[config.mk]
export PLATFORM = sky130hd
export DESIGN_NAME = alu_share_arbiter_flat
export DESIGN_NICKNAME = d
export VERILOG_FILES = /design/src/rtl/alu_share_arbiter_if.sv /design/src/rtl/alu_share_arbiter.sv /design/src/flat_wrapper.sv
export SDC_FILE = /design/constraint.sdc
export NUM_CORES = 1
export LEC_CHECK = 0
export ABC_CLOCK_PERIOD_IN_PS = 1800
export CAP_MARGIN = 20
export CORE_AREA = 2 2 207 209
export DETAILED_ROUTE_END_ITERATION = 8
export DIE_AREA = 0 0 209 211
export SYNTH_ARGS = -nofsm -noshare
export SYNTH_HDL_FRONTEND = slang
export SYNTH_SLANG_ARGS = --single-unit
[constraint.sdc]
create_clock -name clk -period 1.8 [get_ports clk]
set_clock_uncertainty 0.15 [all_clocks]
set_input_delay 0.36 -clock clk [delete_from_list [all_inputs] [get_ports clk]]
set_output_delay 0.36 -clock clk [all_outputs]
set_load 0.01 [all_outputs]
[src/rtl/alu_share_arbiter_if.sv]
// Request/response bundle between the two requesters and alu_share_arbiter.
// One shared result/zero pair serves both response channels.
interface alu_share_arbiter_if #(parameter int N = 64);
  logic         req0_valid;
  logic         req0_ready;
  logic [2:0]   req0_func;
  logic [N-1:0] req0_a;
  logic [N-1:0] req0_b;
  logic         req1_valid;
  logic         req1_ready;
  logic [2:0]   req1_func;
  logic [N-1:0] req1_a;
  logic [N-1:0] req1_b;
  logic         rsp0_valid;
  logic         rsp0_ready;
  logic         rsp1_valid;
  logic         rsp1_ready;
  logic [N-1:0] rsp_result;
  logic         rsp_zero;

  // Handshake: a transfer happens on a rising edge where valid and ready are
  // both high; the sender holds valid and payload stable until that edge.
  modport master (
    output req0_valid, req0_func, req0_a, req0_b,
    output req1_valid, req1_func, req1_a, req1_b,
    output rsp0_ready, rsp1_ready,
    input  req0_ready, req1_ready, rsp0_valid, rsp1_valid,
    input  rsp_result, rsp_zero
  );

  modport slave (
    input  req0_valid, req0_func, req0_a, req0_b,
    input  req1_valid, req1_func, req1_a, req1_b,
    input  rsp0_ready, rsp1_ready,
    output req0_ready, req1_ready, rsp0_valid, rsp1_valid,
    output rsp_result, rsp_zero
  );
endinterface

[src/rtl/alu_share_arbiter.sv]
// Round-robin arbiter sharing one external ripple ALU between two requesters.
// IDLE accepts a request, EXEC samples the ALU, RESP holds the response.
module alu_share_arbiter #(
  parameter int N = 64
) (
  input  logic                 clk,
  input  logic                 rst_n,
  alu_share_arbiter_if.slave   bus,
  output logic                 alu_ainvert,
  output logic                 alu_binvert,
  output logic                 alu_cin,
  output logic [1:0]           alu_op,
  output logic [N-1:0]         alu_a,
  output logic [N-1:0]         alu_b,
  input  logic [N-1:0]         alu_result,
  input  logic                 alu_zero,
  output logic [1:0]           state_dbg
);

  typedef enum logic [1:0] {
    IDLE = 2'd0,
    EXEC = 2'd1,
    RESP = 2'd2
  } state_t;

  state_t     state;
  state_t     state_next;
  logic       owner;
  logic       last_grant;
  logic       grant0;
  logic       grant1;
  logic       accept;
  logic       win;
  logic [2:0] func_sel;
  logic [4:0] ctrl;

  // {ainvert, binvert, cin, op}; reserved codes fall through to ADD.
  function automatic logic [4:0] decode(input logic [2:0] func);
    case (func)
      3'b000:  decode = 5'b000_00;
      3'b001:  decode = 5'b000_01;
      3'b011:  decode = 5'b011_10;
      3'b100:  decode = 5'b110_00;
      default: decode = 5'b000_10;
    endcase
  endfunction

  // A tie goes to whichever requester was not served last.
  assign grant0   = bus.req0_valid && (!bus.req1_valid || last_grant);
  assign grant1   = bus.req1_valid && (!bus.req0_valid || !last_grant);
  assign func_sel = win ? bus.req1_func : bus.req0_func;
  assign ctrl     = decode(func_sel);
  assign state_dbg = state;

  always_comb begin
    state_next     = state;
    bus.req0_ready = 1'b0;
    bus.req1_ready = 1'b0;
    bus.rsp0_valid = 1'b0;
    bus.rsp1_valid = 1'b0;
    accept         = 1'b0;
    win            = 1'b0;
    case (state)
      IDLE: begin
        bus.req0_ready = grant0;
        bus.req1_ready = grant1;
        accept         = grant0 || grant1;
        win            = grant1;
        if (accept) state_next = EXEC;
      end
      EXEC: state_next = RESP;
      RESP: begin
        bus.rsp0_valid = !owner;
        bus.rsp1_valid = owner;
        if (owner ? bus.rsp1_ready : bus.rsp0_ready) state_next = IDLE;
      end
      default: state_next = IDLE;
    endcase
  end

  always_ff @(posedge clk or negedge rst_n) begin
    if (!rst_n) begin
      state          <= IDLE;
      owner          <= 1'b0;
      last_grant     <= 1'b1;
      alu_ainvert    <= 1'b0;
      alu_binvert    <= 1'b0;
      alu_cin        <= 1'b0;
      alu_op         <= 2'b00;
      alu_a          <= '0;
      alu_b          <= '0;
      bus.rsp_result <= '0;
      bus.rsp_zero   <= 1'b0;
    end else begin
      state <= state_next;
      if (accept) begin
        owner       <= win;
        alu_a       <= win ? bus.req1_a : bus.req0_a;
        alu_b       <= win ? bus.req1_b : bus.req0_b;
        alu_ainvert <= ctrl[4];
        alu_binvert <= ctrl[3];
        alu_cin     <= ctrl[2];
        alu_op      <= ctrl[1:0];
      end
      if (state == EXEC) begin
        bus.rsp_result <= alu_result;
        bus.rsp_zero   <= alu_zero;
        last_grant     <= owner;
      end
    end
  end

endmodule

[src/flat_wrapper.sv]
// flat-port wrapper written by rule: the top's interface ports become plain ports
module alu_share_arbiter_flat 
#(
  parameter int N = 64
)
  (clk, rst_n, alu_ainvert, alu_binvert, alu_cin, alu_op, alu_a, alu_b, alu_result, alu_zero, state_dbg, bus_req0_valid, bus_req0_func, bus_req0_a, bus_req0_b, bus_req1_valid, bus_req1_func, bus_req1_a, bus_req1_b, bus_rsp0_ready, bus_rsp1_ready, bus_req0_ready, bus_req1_ready, bus_rsp0_valid, bus_rsp1_valid, bus_rsp_result, bus_rsp_zero);
  alu_share_arbiter_if #(.N(N)) bus_i ();
  input  logic clk;
  input  logic rst_n;
  output logic alu_ainvert;
  output logic alu_binvert;
  output logic alu_cin;
  output logic [1:0] alu_op;
  output logic [N-1:0] alu_a;
  output logic [N-1:0] alu_b;
  input  logic [N-1:0] alu_result;
  input  logic alu_zero;
  output logic [1:0] state_dbg;
  input wire logic [$bits(bus_i.req0_valid)-1:0] bus_req0_valid;
  input wire logic [$bits(bus_i.req0_func)-1:0] bus_req0_func;
  input wire logic [$bits(bus_i.req0_a)-1:0] bus_req0_a;
  input wire logic [$bits(bus_i.req0_b)-1:0] bus_req0_b;
  input wire logic [$bits(bus_i.req1_valid)-1:0] bus_req1_valid;
  input wire logic [$bits(bus_i.req1_func)-1:0] bus_req1_func;
  input wire logic [$bits(bus_i.req1_a)-1:0] bus_req1_a;
  input wire logic [$bits(bus_i.req1_b)-1:0] bus_req1_b;
  input wire logic [$bits(bus_i.rsp0_ready)-1:0] bus_rsp0_ready;
  input wire logic [$bits(bus_i.rsp1_ready)-1:0] bus_rsp1_ready;
  output wire logic [$bits(bus_i.req0_ready)-1:0] bus_req0_ready;
  output wire logic [$bits(bus_i.req1_ready)-1:0] bus_req1_ready;
  output wire logic [$bits(bus_i.rsp0_valid)-1:0] bus_rsp0_valid;
  output wire logic [$bits(bus_i.rsp1_valid)-1:0] bus_rsp1_valid;
  output wire logic [$bits(bus_i.rsp_result)-1:0] bus_rsp_result;
  output wire logic [$bits(bus_i.rsp_zero)-1:0] bus_rsp_zero;
  assign bus_i.req0_valid = bus_req0_valid;
  assign bus_i.req0_func = bus_req0_func;
  assign bus_i.req0_a = bus_req0_a;
  assign bus_i.req0_b = bus_req0_b;
  assign bus_i.req1_valid = bus_req1_valid;
  assign bus_i.req1_func = bus_req1_func;
  assign bus_i.req1_a = bus_req1_a;
  assign bus_i.req1_b = bus_req1_b;
  assign bus_i.rsp0_ready = bus_rsp0_ready;
  assign bus_i.rsp1_ready = bus_rsp1_ready;
  assign bus_req0_ready = bus_i.req0_ready;
  assign bus_req1_ready = bus_i.req1_ready;
  assign bus_rsp0_valid = bus_i.rsp0_valid;
  assign bus_rsp1_valid = bus_i.rsp1_valid;
  assign bus_rsp_result = bus_i.rsp_result;
  assign bus_rsp_zero = bus_i.rsp_zero;
  alu_share_arbiter #(.N(N)) u_core (.clk(clk), .rst_n(rst_n), .bus(bus_i), .alu_ainvert(alu_ainvert), .alu_binvert(alu_binvert), .alu_cin(alu_cin), .alu_op(alu_op), .alu_a(alu_a), .alu_b(alu_b), .alu_result(alu_result), .alu_zero(alu_zero), .state_dbg(state_dbg));
endmodule
* After elaboration in Yosys (flattened, before gate mapping)
Index checks and enable logic that the tools add are counted.
Storage, ports and cells: memory bits (writable) 0, bits in latches 0, memories 0, bits in registers 202, input port bits 333, output and inout bits 204, logic and storage cells 43, bits in read-only memories 0
Cells by class: reductions and logical operators 12, muxes and demuxes 13, magnitude comparators 0, add/sub/neg operators 0, div/mod/pow operators 0, bitwise gates (word level) 0, eq/ne operators 7, shift operators 0, multipliers 0
Operators with widths (number):
- $mux W64 | 2
- $pmux W5 S4 | 1
- $mux W1 | 6
- $pmux W2 S3 | 1
- $logic_not A1 Y1 | 4
- $mux W2 | 2
- $ne A2 B1 Y1 const B | 2
- $eq A3 B1 Y1 const B | 1
- $eq A3 B2 Y1 const B | 1
- $eq A3 B3 Y1 const B | 1
- $logic_not A3 Y1 | 1
- $logic_or A1 B1 Y1 | 3
- $mux W3 | 1
- $eq A2 B1 Y1 const B | 1
- $eq A2 B2 Y1 const B | 1
- $logic_and A1 B1 Y1 | 2
- $logic_not A2 Y1 | 1
- $reduce_and A2 Y1 | 1

* Logic depth before layout (Yosys ltp)
Gate-level depths: netlist (run 1).
depth after elaboration 7, gate-level depth with buffers 8, depth with buffers taken out 3

* Worst setup path before layout (run 1)
Ideal clock, no wire load.
path kind flip-flop to flip-flop, start point register u_core.state[1] (netlist: u_core.state_dbg[1]), end point register u_core.bus.rsp_result[46], required time 1525 ps, data arrival time 1500 ps, path buffers 3, clock period less this slack 1775 ps, cell stages (with the launch flop) 6, slack 25 ps, library setup time 125 ps, cell sequence dfrtp_1 nand2b_1 clkbuf_1 buf_2 buf_2 mux2_2
Between the ends: cells in the longest elaborated chain, start to end 1
RTL lines:
- start, declared | line alu_share_arbiter.sv:26 | state_t state;
- start signal, assigned | line alu_share_arbiter.sv:95 | state <= state_next;
- $eq A2 B1 Y1 | line alu_share_arbiter.sv:105 | if (state == EXEC) begin
- end signal, assigned | line alu_share_arbiter.sv:106 | bus.rsp_result <= alu_result;
- end, declared | line alu_share_arbiter_if.sv:36 | output rsp_result, rsp_zero
No other way between the ends. A chain may end at the register's enable or synchronous reset.

* Worst setup path in the final report (run 1)
start point register u_core.state[1] (netlist: u_core.state_dbg[1]), end point output port bus_req0_ready
Between the ends: cells in the longest elaborated chain, start to end 2
RTL lines:
- $logic_not A2 Y1 | line alu_share_arbiter.sv:63 | case (state)
- $mux W1 | line alu_share_arbiter.sv:63
- end, declared | line flat_wrapper.sv:29 | output wire logic [$bits(bus_i.req0_ready)-1:0] bus_req0_ready;
No other way between the ends.

==> results of run 1 <==
## power breakdown
group	switching [µW]	internal, µW	leakage [µW]
Combinational	11100	11600	0.00486
Sequential	1280	6900	0.00229
Clock	2030	2900	0.000385
Total	14400	21400	0.00753
## cell usage in the layout, fill, tap and decap left out, types with 7 or more instances in the layout
master,synthesis,final
dfrtp_1,201,200
buf_4,1,53
a31oi_2,49,10
buf_12,0,40
a31oi_1,82,34
clkbuf_16,0,37
o21ai_1,0,45
buf_8,0,19
buf_6,9,32
buf_16,0,16
clkdlybuf4s50_1,0,330
mux2_2,61,60
a31oi_4,0,87
clkbuf_8,0,7
nand3_2,0,70
nand3_1,131,50
a21oi_1,133,128
o21ai_0,134,68
dlygate4sd2_1,0,193
o21ai_2,0,17
nand3_4,0,11
## flip-flops by register name, summed over array words and instances, names as in the netlist
register / flops
u_core.alu_a: 64
u_core.alu_b: 64
u_core.bus.rsp_result: 64
u_core.alu_op: 2
u_core.state_dbg: 2
u_core.alu_ainvert: 1
u_core.alu_binvert: 1
u_core.alu_cin: 1
u_core.bus.rsp_zero: 1
u_core.last_grant: 1
u_core.owner: 1
## how the worst max path moves through the flow
stage                                    from                        end  slack [ns]  cells after the start
after detailed placement       bus_req0_valid             bus_req1_ready       -0.87                      4
final                     u_core.state_dbg[1]             bus_req0_ready       -0.29                      4
after CTS                 u_core.state_dbg[1]             bus_req1_ready       -0.32                      3
after floorplan           u_core.state_dbg[1]  u_core.bus.rsp_result[46]        0.03                      5
after global routing      u_core.state_dbg[0]             bus_req0_ready       -0.34                      4
after global placement         bus_req0_valid             bus_req1_ready       -0.90                      4
## repair_timing
action	4_1_cts	5_1_grt
gates cloned	19	15
setup buffers	34	22
resized for setup	360	300
hold buffers	1	0
endpoints found under the hold margin	36	0
setup endpoints to repair	296	175
pin swaps	172	110
## worst max-delay path, delay by kind of cell, from the launching register on
kind                   cells  cell delay (ns)
and+or+nand+nor            1             0.13
buffers and inverters      2             0.29
AOI/OAI and AO/OA          1             0.22
DFF                        1             0.42
## layout make-up
cell class	instances	share of cell area
Clock buffer	34	0.03599
Clock inverter	6	0.003067
Inverter	2	0.0005008
Multi-Input combinational cell	621	0.2906
Sequential cell	202	0.2530
Tap cell	539	0.03374
Timing Repair Buffer	704	0.3831
## metrics by stage
step / area, µm² / setup WS (ns) / power (µW) / utilization
after detailed placement: 16220 / -0.8738 / 24460 / 0.3883
final: 19990 / -0.2919 / 35800 / 0.4787
after global placement: 16220 / -0.9050 / 24210 / 0.3883
after CTS: 18180 / -0.3205 / 31730 / 0.4355
after floorplan: 9619 / 0.02530 / 15280 / -
after global routing: 19990 / -0.3387 / 37470 / 0.4787
## routing by layer
metal / up-vias / part of all wire / GRT usage
met5: - / 0.00039 / 0
met4: 2 / 0.032 / 0.06847
met3: 98 / 0.071 / 0.04118
met2: 493 / 0.50 / 0.3374
met1: 5276 / 0.40 / 0.2418
li1: 4766 / - / -
## kinds of logic (layout without fill, tap and decap cells)
family / after synthesis / in the layout / share of synthesized area
buffers and inverters: 111 / 746 / 0.05333
muxes: 66 / 66 / 0.07726
DFF: 202 / 202 / 0.5256
AOI/OAI and AO/OA: 407 / 407 / 0.2642
and+or+nand+nor: 148 / 148 / 0.07961
==> results.cfg, run 1 <==
[logic_synthesis]
synth_edf_count = 0
synth_cell_type_count = 32
ys_seq_area_frac = 0.5256
synth_ff_type = dfrtp_1
synth_most_common_cell = dfrtp_1
synth_top_area_frac = 0.5229
ys_warn_count = 0
synthesis.area_um2 = 9619
netlist_instances = 934
synthArstFlopShare = 1.000
synth_nets = 1267
yosys-top-cells-area = dfrtp_1 52%, mux2_2 7.1%, o21ai_0 7.0%
yosysTopAreaCell = dfrtp_1
syn_area_per_cell_um2 = 10.30
ys_top_cells_by_count = 201 x dfrtp_1, 134 x o21ai_0, 133 x a21oi_1
ys_ff_latch = 202

[layout]
final-seq-area_um2 = 5057
drive_above_1_share = 0.3155
layout.nets = 1888
fillers = 3795
diodes = 0
areaGrowthSynthToFinish_pct = 107.8
layout.cells.non_filler = 2108
multi_input_area_um2 = 5809

[routing]
post_drt_wl_per_cell_um = 23.22
ant_nets = 0
routed_wl_um = 48940
firstDrtPassIters = 5
vias_per_cell = 5.045
drtIter0Drc = 586
post-route-drc-count = 0
num_vias = 10640

[grt]
grt_pass1_vias = 10680
antenna_found_initial = 1
overflow = 0
grtUsageTotal = 0.1954
grt_pass1_wl_um = 66740
grt_max_degree = 92

[sta]
setup_ws_ns = -0.2919
fmax_mhz = 478.0
slew_headroom = 0.5550
setup_viol = 139
rsz0062_at_grt = yes
whs_ns = 0.2210
hold_viol = 0
slew_violations = 0
period_needed_ns = 2.092
tightestPinTransition_ns = 0.6675
final.setup.tns_ns = -23.71
finalCritPeriodShare = 1.162

[floorplan]
row_count = 75
die_x_um = 209
die_area_um2 = 44100
start_util = 0.2304
die_h_um = 211
design.portCount = 537
core_area_um2 = 41760

[clock_network]
cts_tree = built
cts_buffers = 24
cts.sinks = 202
cts_root_buf = clkbuf_16
cts_buffer_depth = 3
clock_latency_ns = 0.53
htree_num_levels = 1
clkTransAtPathRegs_ns = 0.06

[worst_setup_path]
crit_arrival_ns = 1.58
cpMostUsedCell = buf_6
worst_setup_path_start_kind = flip-flop
cp_max_fo = 5
slowest_stage = dfrtp_1
reg2reg_slack_ns = -0.26
crit_type = reg -> out
crit_path_end_kind = output pin
critPathRequiredTime_ns = 1.29
crit_chain = buf_6 -> nor2_4 -> o211a_1 -> buf_6
r2r-start = u_core.state_dbg[1]
r2r_end = u_core.alu_a[22]
critPathMaxStageDelay_ns = 0.42
reg2regPathDepth = 9

[run]
cap_violations = 0

[place]
gp_congestion = 0.8375
dp.cells = 1995
numPortBuffers = 536
dp_hpwl_um = 30330

[status]
violations = setup timing
status = finished, violations left

[power]
p_leak_uw = 0.007534
power_density_nw_per_um2 = 1791
ir_drop_mv = 0.9665

[min_path]
hold_class = in -> async
(Power assumes the default switching activity.)
==> run 2: changes to the inputs <==
ABC_CLOCK_PERIOD_IN_PS = 2400   (was 1800)
CORE_AREA = 2 2 208 210   (was 2 2 207 209)
DIE_AREA = 0 0 210 212   (was 0 0 209 211)
clock period = 2.4 ns   (was 1.8 ns; I/O delays follow)
==> results.cfg, run 2 (synthesized netlist as in run 1, its figures left out) <==
[status]
status = complete, no violations

[sta]
tightestPinTransition_ns = 0.7491
fmax_mhz = 435.1
setup_ws_ns = 0.1018
hold_viol = 0
finalCritPeriodShare = 0.9576
setup_viol = 0
slew_headroom = 0.5006
final.setup.tns_ns = 0
slew_violations = 0
rsz0062_at_grt = no
period_needed_ns = 2.298

[worst_setup_path]
cp_max_fo = 5
crit_arrival_ns = 1.67
path_delay_family = buffers and inverters
crit_path_end_kind = output pin
critPathMaxStageDelay_ns = 0.53
critPathRequiredTime_ns = 1.77
cp.buffers_inverters = 2
crit_type = reg -> out
slowest_stage = clkdlybuf4s50_1
crit_chain = buf_4 -> clkdlybuf4s50_1
worst_setup_path_start_kind = flip-flop

[layout]
areaGrowthSynthToFinish_pct = 72.54
reg_top3 = u_core.alu_a: 64 flops, u_core.alu_b: 64 flops, u_core.bus.rsp_result: 64 flops
fin_area_um2 = 16600
post-route-util = 0.3905
layout_commonest_cell = clkdlybuf4s50_1
final_cell_mix = 529 x clkdlybuf4s50_1, 199 x dfrtp_1, 134 x o21ai_0, 133 x a21oi_1, 131 x nand3_1
drive_above_1_share = 0.1466
layout.nets = 1777

[clock_network]
cts_buffers = 24
cts_root_buf = clkbuf_16
clkTransAtPathRegs_ns = 0.06
clock_latency_ns = 0.55
cts_tree = built
htree_num_levels = 1
cts_buffer_depth = 3
cts.sinks = 202

[place]
dp_hpwl_um = 29390
numPortBuffers = 536
place_area_um2 = 15820
gp_congestion = 0.8217
post-place-ws_ns = -0.1243

[routing]
post-route-drc-count = 0
drtIter0Drc = 587
firstDrtPassIters = 5
ant_nets = 0
vias_per_cell = 4.901
routed_wl_um = 41300
num_vias = 9836
post_drt_wl_per_cell_um = 20.58

[grt]
overflow = 0
grt_max_degree = 105
grt_pass1_wl_um = 61190
grtUsageTotal = 0.1773
grt_pass1_vias = 10050
antenna_found_initial = 1

[power]
power_density_nw_per_um2 = 1277
ir_drop_mv = 0.4930
p_leak_uw = 0.006164
total_power_uw = 21200

[floorplan]
row_count = 76
core_area_um2 = 42510
design.portCount = 537
start_util = 0.2263
die_h_um = 212
die_x_um = 210
die_area_um2 = 44520

[run]
cap_violations = 0

[min_path]
hold_class = in -> reg
## run 2: cell count changes in the layout (fill, tap and decap cells not counted), moves of 19 or more
| cell | before | now |
|---|---|---|
| nand3_1 | 50 | 131 |
| a31oi_4 | 87 | 0 |
| a31oi_1 | 34 | 82 |
| o21ai_0 | 68 | 134 |
| a31oi_2 | 10 | 49 |
| buf_12 | 40 | 19 |
| nand3_2 | 70 | 0 |
| buf_8 | 19 | 0 |
| o21ai_1 | 45 | 0 |
| dlygate4sd2_1 | 193 | 4 |
| buf_6 | 32 | 0 |
| clkdlybuf4s50_1 | 330 | 529 |
## run 2: path summary, 6_finish.rpt
path / start / end / slack, ns / cells after the start
worst max-delay path: u_core.state_dbg[1] / state_dbg[1] / 0.10 / 2
worst min-delay path: bus_req1_valid / u_core.owner / 0.20 / 3
worst max register to register: u_core.state_dbg[0] / u_core.alu_b[24] / 0.25 / 6
worst min register to register: u_core.bus.rsp_result[58] / u_core.bus.rsp_result[58] / 0.34 / 1
max in group asynchronous: rst_n / u_core.alu_a[54] / 1.07 / 3
min in group asynchronous: rst_n / u_core.alu_a[3] / 0.32 / 2
## run 2: where the power goes
part	switching (µW)	internal, µW
registers	991	5180
logic	5600	5930
clock network	1490	2020
total	8080	13100
## run 2: area by class of cell
| type | instances | area [µm²] |
|---|---|---|
| flip-flops and latches | 202 | 5059 |
| multi-input cells | 621 | 4084 |
| repair buffers | 593 | 6025 |
| clock inverters | 6 | 68.82 |
| inverters | 2 | 10.01 |
| diodes | 1 | 2.502 |
| well taps | 546 | 683.2 |
| clock buffers | 36 | 665.6 |
| fillers | 4226 | 25910 |
## run 2: timing repair
item,in CTS,in global routing
buffers inserted,3,2
endpoints found under the hold margin,38,0
gates resized for setup,9,1
hold buffers,1,0
setup endpoints to repair,5,1
## run 2: worst min-delay path: stages
cell and delay [ns]:
buf_4 0.15, inv_4 0.10, o22ai_1 0.09
## run 2: per-layer routing
metal	track usage	wire length, µm
met4	0.05307	1155
met2	0.3162	20620
met3	0.05864	3818
met1	0.2013	15710
met5	0	0
## run 2: stage by stage
stage | instances | hold WS, ns
floorplan | 934 | 0.03441
global placement | 1958 | 0.3107
detailed placement | 1958 | 0.3181
CTS | 2004 | 0.1648
global route | 2007 | 0.2004
finish | 2007 | 0.2008
